==> config.mk <==
export PLATFORM = sky130hd
export DESIGN_NAME = countdown_sequencer
export DESIGN_NICKNAME = d
export VERILOG_FILES = /design/src/rtl/countdown_sequencer.sv
export SDC_FILE = /design/constraint.sdc
export NUM_CORES = 1
export LEC_CHECK = 0
export BUFFER_PORTS_ARGS = -buffer_cell sky130_fd_sc_hd__clkbuf_2
export CORE_MARGIN = 2
export CORE_UTILIZATION = 50
export CTS_CLUSTER_DIAMETER = 30
export DETAILED_ROUTE_END_ITERATION = 16
export PLACE_DENSITY = 0.82
export SYNTH_ARGS = -nofsm -noshare
export SYNTH_HDL_FRONTEND = slang
export SYNTH_SLANG_ARGS = --single-unit
==> constraint.sdc <==
create_clock -name clock -period 2.4 [get_ports clock]
set_input_delay 0.36 -clock clock [delete_from_list [all_inputs] [get_ports clock]]
set_output_delay 0.36 -clock clock [all_outputs]
set_load 0.01 [all_outputs]
==> src/rtl/countdown_sequencer.sv <==
`default_nettype none
// ============================================================================
// Module      : countdown_sequencer
// Description : Control FSM plus 4-digit packed-BCD countdown register for a
//               seven-segment countdown display. Owns the step prescaler,
//               start/pause/load control and expiry detection.
//               Optional build macro: MMSS_MODE_EN (digit 1 counts 5..0 so the
//               value reads as MM:SS; load clamps digit 1 to 5).
// Revision    : 1.0 - initial release
// ============================================================================
module countdown_sequencer #(
  parameter int          TICK_DIV    = 100000000,
  parameter logic [15:0] RESET_VALUE = 16'h9999
) (
  input  logic        clock,
  input  logic        reset,
  input  logic        start_stop,
  input  logic        load,
  input  logic [15:0] preset_bcd,
  output logic [15:0] bcd_value,
  output logic        running,
  output logic        expired,
  output logic        tick
);

  // Prescaler width; TICK_DIV >= 2 keeps this at least one bit.
  localparam int              c_PW   = $clog2(TICK_DIV);
  localparam logic [c_PW-1:0] c_TERM = c_PW'(TICK_DIV - 1);
  localparam logic [c_PW-1:0] c_ONE  = c_PW'(1);

  // Largest legal value of digit 1 (tens position of the low byte).
`ifdef MMSS_MODE_EN
  localparam logic [3:0] c_D1_MAX = 4'd5;
`else
  localparam logic [3:0] c_D1_MAX = 4'd9;
`endif

  typedef enum logic [1:0] {
    ST_IDLE    = 2'd0,
    ST_RUN     = 2'd1,
    ST_PAUSE   = 2'd2,
    ST_EXPIRED = 2'd3
  } state_t;

  state_t            r_state;
  state_t            w_state_nxt;
  logic [c_PW-1:0]   r_presc;
  logic [c_PW-1:0]   w_presc_nxt;
  logic [15:0]       r_bcd;
  logic [15:0]       w_bcd_nxt;
  logic              w_tick_nxt;
  logic              r_running;
  logic              r_expired;
  logic              r_tick;

  logic              w_term;
  logic [15:0]       w_bcd_dec;
  logic [15:0]       w_preset_clamped;

  // Clamp every nibble to its digit maximum so a bad preset can never put a
  // non-BCD code into the count register.
  function automatic logic [15:0] f_clamp(input logic [15:0] v);
    logic [15:0] r;
    logic [3:0]  lim;
    r = '0;
    for (int d = 0; d < 4; d++) begin
      lim = (d == 1) ? c_D1_MAX : 4'd9;
      r[d*4 +: 4] = (v[d*4 +: 4] > lim) ? lim : v[d*4 +: 4];
    end
    return r;
  endfunction

  // Decrement by one with a per-digit borrow chain. A zero input stays zero
  // so the count can never wrap below 0000.
  function automatic logic [15:0] f_bcd_dec(input logic [15:0] v);
    logic [15:0] r;
    logic        borrow;
    r      = v;
    borrow = (v != 16'h0000);
    for (int d = 0; d < 4; d++) begin
      if (borrow) begin
        if (r[d*4 +: 4] == 4'd0) begin
          r[d*4 +: 4] = (d == 1) ? c_D1_MAX : 4'd9;
        end else begin
          r[d*4 +: 4] = r[d*4 +: 4] - 4'd1;
          borrow      = 1'b0;
        end
      end
    end
    return r;
  endfunction

  assign w_term           = (r_state == ST_RUN) && (r_presc == c_TERM);
  assign w_bcd_dec        = f_bcd_dec(r_bcd);
  assign w_preset_clamped = f_clamp(preset_bcd);

  // Next-state, prescaler and count logic; priority is load, then the
  // terminal tick, then start_stop.
  always_comb begin
    w_state_nxt = r_state;
    w_presc_nxt = r_presc;
    w_bcd_nxt   = r_bcd;
    w_tick_nxt  = 1'b0;

    if (load) begin
      // A start_stop in the same cycle is intentionally dropped.
      w_bcd_nxt   = w_preset_clamped;
      w_presc_nxt = '0;
      w_state_nxt = ST_IDLE;
    end else begin
      case (r_state)
        ST_IDLE: begin
          w_presc_nxt = '0;
          if (start_stop && (r_bcd != 16'h0000)) begin
            w_state_nxt = ST_RUN;
          end
        end

        ST_RUN: begin
          if (w_term) begin
            w_presc_nxt = '0;
            w_bcd_nxt   = w_bcd_dec;
            w_tick_nxt  = 1'b1;
            // Reaching zero wins over a coincident pause request.
            if (w_bcd_dec == 16'h0000) begin
              w_state_nxt = ST_EXPIRED;
            end else if (start_stop) begin
              w_state_nxt = ST_PAUSE;
            end
          end else begin
            w_presc_nxt = r_presc + c_ONE;
            if (start_stop) begin
              w_state_nxt = ST_PAUSE;
            end
          end
        end

        ST_PAUSE: begin
          // Prescaler is held so a resume continues the partial step.
          if (start_stop) begin
            w_state_nxt = ST_RUN;
          end
        end

        ST_EXPIRED: begin
          w_bcd_nxt = 16'h0000;
        end

        default: begin
          w_state_nxt = ST_IDLE;
          w_presc_nxt = '0;
        end
      endcase
    end
  end

  // State, count and registered status outputs.
  always_ff @(posedge clock) begin
    if (reset) begin
      r_state   <= ST_IDLE;
      r_presc   <= '0;
      r_bcd     <= RESET_VALUE;
      r_running <= 1'b0;
      r_expired <= 1'b0;
      r_tick    <= 1'b0;
    end else begin
      r_state   <= w_state_nxt;
      r_presc   <= w_presc_nxt;
      r_bcd     <= w_bcd_nxt;
      r_running <= (w_state_nxt == ST_RUN);
      r_expired <= (w_state_nxt == ST_EXPIRED);
      r_tick    <= w_tick_nxt;
    end
  end

  assign bcd_value = r_bcd;
  assign running   = r_running;
  assign expired   = r_expired;
  assign tick      = r_tick;

endmodule
`default_nettype wire

After elaboration in Yosys (flattened, before gate mapping)
Cells that the tools add are included.

Register bits: 48. Latch bits: 0. Bits in writable memories: 0. Memory bits (read-only): 0. Memories kept: 0.

Add/sub/neg operators: 5. Multipliers: 0. Divide/modulo/power cells: 0. Magnitude comparators: 4. Equal/unequal tests: 7. Shifts and indexed selects: 0. Muxes and demuxes: 31. Bitwise operators: 1. Reductions and logical operators: 14.

Operators with widths (count): $pmux 27 s2 (1); $mux 4 (12); $mux 16 (2); $pmux 16 s2 (1); $add 27x1->27 const B (1); $eq 27x27->1 const B (1); $mux 27 (1); $gt 4x4->1 const B (4); $logic_not 16->1 (1); $logic_not 4->1 (4); $reduce_bool 16->1 (1); $sub 4x1->4 const B (4); $mux 2 (6); $mux 1 (7); $eq 2x2->1 const B (3); $pmux 2 s3 (1); $eq 2x1->1 const B (2); $ne 3x3->1 const B (1); $reduce_bool 3->1 (1); $reduce_or 3->1 (1); $logic_and 1x1->1 (2); $logic_not 2->1 (1); $reduce_and 2->1 (1); $reduce_bool 2->1 (1); 2 further kinds (2).

Longest topological paths before layout
Depth after elaboration: 12. Gate-level depth with buffers: 8. Gate-level depth less buffers: 6.

Worst setup path before layout
No wires, ideal clock.

Path kind: reg-to-reg. Start point: reg r_presc[10]. End point: reg r_bcd[4], in the netlist bcd_value[4]. Setup time: 0.120 ns. Arrival: 2.007 ns. Data required time: 2.280 ns. Path slack: 0.273 ns. Cell stages (with the launch flop): 7. Buffers on the path: 1. Clock period less this slack: 2.127 ns. Path through: dfxtp_1 or4b_4 nor4_4 a31o_1 buf_4 o31ai_1 a211o_1.

Longest elaborated chain between the ends: 4.

RTL lines: from (decl) (line 47) `logic [c_PW-1:0] r_presc;`; from (signal assigned) (line 168) `r_presc <= w_presc_nxt;`; $eq 27x27->1 (line 93) `assign w_term = (r_state == ST_RUN) && (r_presc == c_TERM);`; $logic_and 1x1->1 (line 93); $ne 3x3->1 (no line); $reduce_and 2->1 (no line); to (signal assigned) (line 169) `r_bcd <= w_bcd_nxt;`; to (decl) (line 49) `logic [15:0] r_bcd;`.

Every way passes these cells. A chain may end at the register's enable or synchronous reset.

Worst setup path in the final report
Start point: reg r_presc[25]. End point: reg r_presc[17].

Longest elaborated chain between the ends: 4.

RTL lines: $eq 27x27->1 (line 93); $logic_and 1x1->1 (line 93); $mux 27 (line 120) `if (w_term) begin`; $pmux 27 s2 (line 111) `case (r_state)`.

Every way passes these cells.

==> impl_results.html <==
<table>
<tr><th>Metric</th><th>Value</th></tr>
<tr><th colspan="2">CTS</th></tr>
<tr><td>CTS buffer count</td><td>5</td></tr>
<tr><td>CTS H-tree lvls</td><td>2</td></tr>
<tr><td>Max Buffers Root-to-Sink</td><td>2</td></tr>
<tr><td>Source-to-sink clock delay at the later pin of the worst-skew pair</td><td>0.31 ns</td></tr>
<tr><td>CTS tree</td><td>yes</td></tr>
<tr><td>Clock Sinks</td><td>48</td></tr>
<tr><td>Reg clk slew, reported paths</td><td>0.09 ns</td></tr>
<tr><td>CTS Root Buffer Type</td><td>clkbuf_8</td></tr>
<tr><th colspan="2">Synthesis</th></tr>
<tr><td>Post-synthesis sequential area ratio</td><td>33.0%</td></tr>
<tr><td>Gate Count Post-Synth</td><td>366</td></tr>
<tr><td>Share of flip-flops with an asynchronous set or reset</td><td>0%</td></tr>
<tr><td>Leading post-synthesis cells by cell area</td><td>dfxtp_1 33%, o21ai_0 4.1%, nand2_1 4.0%</td></tr>
<tr><td>Synth Flop Type</td><td>dfxtp_1</td></tr>
<tr><td>Post-synthesis area per instance</td><td>7.94 sq um</td></tr>
<tr><td>Count of flip-flops with a built-in enable after synthesis</td><td>0</td></tr>
<tr><td>Yosys reg bits</td><td>48</td></tr>
<tr><td>Number of warnings issued by yosys</td><td>0</td></tr>
<tr><td>Nets in the synthesized netlist</td><td>387</td></tr>
<tr><td>Largest area contributor in the synthesized netlist</td><td>dfxtp_1</td></tr>
<tr><td>Post-Syn Area</td><td>2910 sq um</td></tr>
<tr><td>Yosys top cell area share</td><td>33.0%</td></tr>
<tr><td>Number of unique standard cell types used by synthesis</td><td>67</td></tr>
<tr><th colspan="2">Floorplan</th></tr>
<tr><td>Standard cell core area</td><td>5570 sq um</td></tr>
<tr><td>Die H</td><td>80.3 um</td></tr>
<tr><td>Horiz. Die Dim</td><td>80.3 um</td></tr>
<tr><td>Std-Cell Rows</td><td>27</td></tr>
<tr><td>Total Die Area</td><td>6440 sq um</td></tr>
<tr><td>Total I/O pin count</td><td>39</td></tr>
<tr><td>Starting utilization of the core area</td><td>52.2%</td></tr>
<tr><th colspan="2">Timing</th></tr>
<tr><td>Setup violations, final</td><td>0</td></tr>
<tr><td>Fin Clk Skew</td><td>0.00796 ns</td></tr>
<tr><td>Unrepaired setup endpoints after global routing</td><td>false</td></tr>
<tr><td>Achievable clock frequency</td><td>0.440 GHz</td></tr>
<tr><td>Setup TNS</td><td>0 ns</td></tr>
<tr><td>Final hold vios</td><td>0</td></tr>
<tr><td>Post-route clock period utilization</td><td>94.7%</td></tr>
<tr><td>Clock period minus final worst setup slack</td><td>2.27 ns</td></tr>
<tr><td>Actual slew at the worst max-slew pin</td><td>0.848 ns</td></tr>
<tr><td>Hold Slack</td><td>0.303 ns</td></tr>
<tr><td>Worst slew margin relative to its limit</td><td>43.4%</td></tr>
<tr><td>Final Max Tran Viols</td><td>0</td></tr>
<tr><th colspan="2">GRT</th></tr>
<tr><td>Initial antenna violation count</td><td>0</td></tr>
<tr><td>Vias in the first global route</td><td>2855</td></tr>
<tr><td>Global routing usage summed across all routing layers</td><td>25.5%</td></tr>
<tr><td>Global-route wire length before repair</td><td>13100 um</td></tr>
<tr><td>Grt ovf</td><td>0</td></tr>
<tr><td>Largest net degree at the start of global routing</td><td>20</td></tr>
<tr><th colspan="2">Worst setup path</th></tr>
<tr><td>Cell count of the worst reg-to-reg path</td><td>5</td></tr>
<tr><td>Endpoint class of the critical path</td><td>flop</td></tr>
<tr><td>Worst path arrival time</td><td>2.48 ns</td></tr>
<tr><td>Setup crit start kind</td><td>flop</td></tr>
<tr><td>Category of the critical setup timing path</td><td>flop to flop</td></tr>
<tr><td>Max FO, Critical Path</td><td>6</td></tr>
<tr><td>Required time of the worst setup path</td><td>2.60 ns</td></tr>
<tr><td>Worst setup slack for register-to-register paths</td><td>0.13 ns</td></tr>
<tr><th colspan="2">Status</th></tr>
<tr><td>Result of the run</td><td>finished, final reports clean</td></tr>
<tr><th colspan="2">Finish</th></tr>
<tr><td>Count of nets after finishing</td><td>436</td></tr>
<tr><td>Synthesis-to-finish area growth</td><td>15.8%</td></tr>
<tr><td>Area of the multi-input gates</td><td>1830 sq um</td></tr>
<tr><td>Total inserted antenna cells</td><td>0</td></tr>
<tr><td>Storage element area</td><td>961 sq um</td></tr>
<tr><td>Fill count</td><td>494</td></tr>
<tr><td>Share of post-route cells with drive strength above 1</td><td>20.0%</td></tr>
<tr><td>Final core utilization</td><td>60.4%</td></tr>
<tr><th colspan="2">Place</th></tr>
<tr><td>DPL Wire Length</td><td>5870 um</td></tr>
<tr><td>IO buf count</td><td>38</td></tr>
<tr><td>Weighted congestion reported at the end of routability-driven placement</td><td>0.899</td></tr>
<tr><th colspan="2">Routing</th></tr>
<tr><td>Violation count after the first detailed-routing iteration</td><td>344</td></tr>
<tr><td>Via density per instance</td><td>6.44</td></tr>
<tr><td>Number of vias in the routed layout</td><td>3141</td></tr>
<tr><td>Detailed-route wire length</td><td>7960 um</td></tr>
<tr><td>Detail-routed net length per standard cell</td><td>16.3 um</td></tr>
<tr><td>Count of TritonRoute iterations in the first routing pass</td><td>5</td></tr>
<tr><td>Residual DRC count</td><td>0</td></tr>
<tr><td>Antenna Nets Post-Route</td><td>0</td></tr>
<tr><th colspan="2">Power</th></tr>
<tr><td>Leakage Power</td><td>1.21 nW</td></tr>
<tr><td>Worst IR Drop VDD</td><td>0.258 mV</td></tr>
<tr><td>Pwr dens</td><td>468 nW/um^2</td></tr>
<tr><th colspan="2">Min path</th></tr>
<tr><td>Hold Path Stages</td><td>2</td></tr>
<tr><td>Hold Crit Class</td><td>primary input to flop</td></tr>
<tr><th colspan="2">Job</th></tr>
<tr><td>Reported max-cap violation count</td><td>0</td></tr>
</table>
## metal layers
metal | GRT usage (%) | vias up | share of wire (%)
li1 | - | 1508 | -
met2 | 41.9 | 133 | 47
met5 | 0 | - | 0
met4 | 7.97 | 0 | 1.8
met1 | 33.9 | 1485 | 45
met3 | 4.72 | 15 | 5.9
## cells by family (layout without fill, tap and decap cells)
| family | count (synthesis) | after routing | share of synthesized area, % |
|---|---|---|---|
| buf+inv | 29 | 79 | 4.17 |
| fa+ha+maj | 1 | 1 | 0.430 |
| simple gates | 161 | 161 | 30.8 |
| compound gates | 115 | 115 | 27.5 |
| flops | 48 | 48 | 33.0 |
| xor+xnor | 3 | 3 | 0.904 |
| mux | 9 | 9 | 3.14 |
## metrics by stage
step | cell area [sq um] | setup WS, ns | instances | power [W]
after floorplan | 2910 | 0.273 | 366 | 0.000981
after detailed placement | 3270 | 0.111 | 480 | 0.00107
after global routing | 3370 | 0.0212 | 488 | 0.00164
after global placement | 3270 | 0.159 | 480 | 0.00106
after CTS | 3370 | 0.0852 | 488 | 0.00158
final | 3370 | 0.126 | 488 | 0.00157
## where the power goes
part           total, W  switching, W  internal, W
clock network  0.000521      0.000288     0.000234
logic          0.000211      0.000123    0.0000883
registers      0.000842     0.0000265     0.000815
total           0.00157      0.000437      0.00114
## timing repair
action / CTS / global route
hold buffers: 0 / 0
endpoints found under the hold margin: 0 / 0
endpoints found under the setup margin: 0 / 3
setup buffers: 0 / 0
resized for setup: 0 / 1
## registers in the layout, indices dropped and copies added (netlist names)
signal     cells
bcd_value     16
expired        1
running        1
tick           1
r_state        2
r_presc       27
## critical path, stage by stage (launching register included)
cell,delay [ns]
dfxtp_1,0.37
or4_1,0.58
or4_1,0.56
o21ai_2,0.29
a31oi_1,0.07
o311a_1,0.30
## synthesized netlist by cell type, types with 4 or more instances
cell type / instances
nor4_1: 4
nand4_1: 11
a21o_1: 5
or4_1: 8
a211oi_1: 7
nor3_1: 11
and2_1: 4
nor2_1: 31
mux2i_1: 8
o21ai_0: 24
dfxtp_1: 48
and3_1: 6
a21oi_1: 21
nand3_1: 22
a31oi_1: 7
a32oi_1: 4
o211ai_1: 4
nor2b_1: 4
or3_1: 4
nand2_1: 31
and4_1: 6
inv_1: 12
clkbuf_1: 14
## cells in the final DEF, fill, tap and decap left out, types with 3 or more instances in the layout
cell,n
dfxtp_1,48
clkbuf_2,38
nor2_1,31
nand2_1,31
o21ai_0,24
nand3_1,22
a21oi_1,21
buf_4,21
inv_1,12
nand4_1,11
nor3_1,11
or4_1,8
mux2i_1,8
a211oi_1,7
a31oi_1,7
and4_1,6
and3_1,6
clkbuf_8,6
a21o_1,5
and2_1,4
nor2b_1,4
or3_1,4
nor4_1,4
o211ai_1,4
a31o_2,4
a32oi_1,4
nand3b_1,3
or2_2,3
o31ai_1,3
a311oi_1,3
o21a_1,3
xor2_1,3
a211o_1,3
## layout make-up
class	count	share of cell area, %
sequential	48	28.5
inverter	12	1.34
tap	72	2.68
multi-input combinational	289	54.2
clock buffer	6	2.45
clock inverter	2	0.446
timing repair buffer	59	10.3
## path summary, 6_finish.rpt
| check | endpoint | startpoint |
|---|---|---|
| worst min register to register | r_presc[7] | r_presc[7] |
| worst max-delay path | r_presc[17] | r_presc[25] |
| worst min-delay path | r_state[0] | start_stop |
| worst max register to register | r_presc[17] | r_presc[25] |
Note: power is estimated with default switching activity, not from simulation.
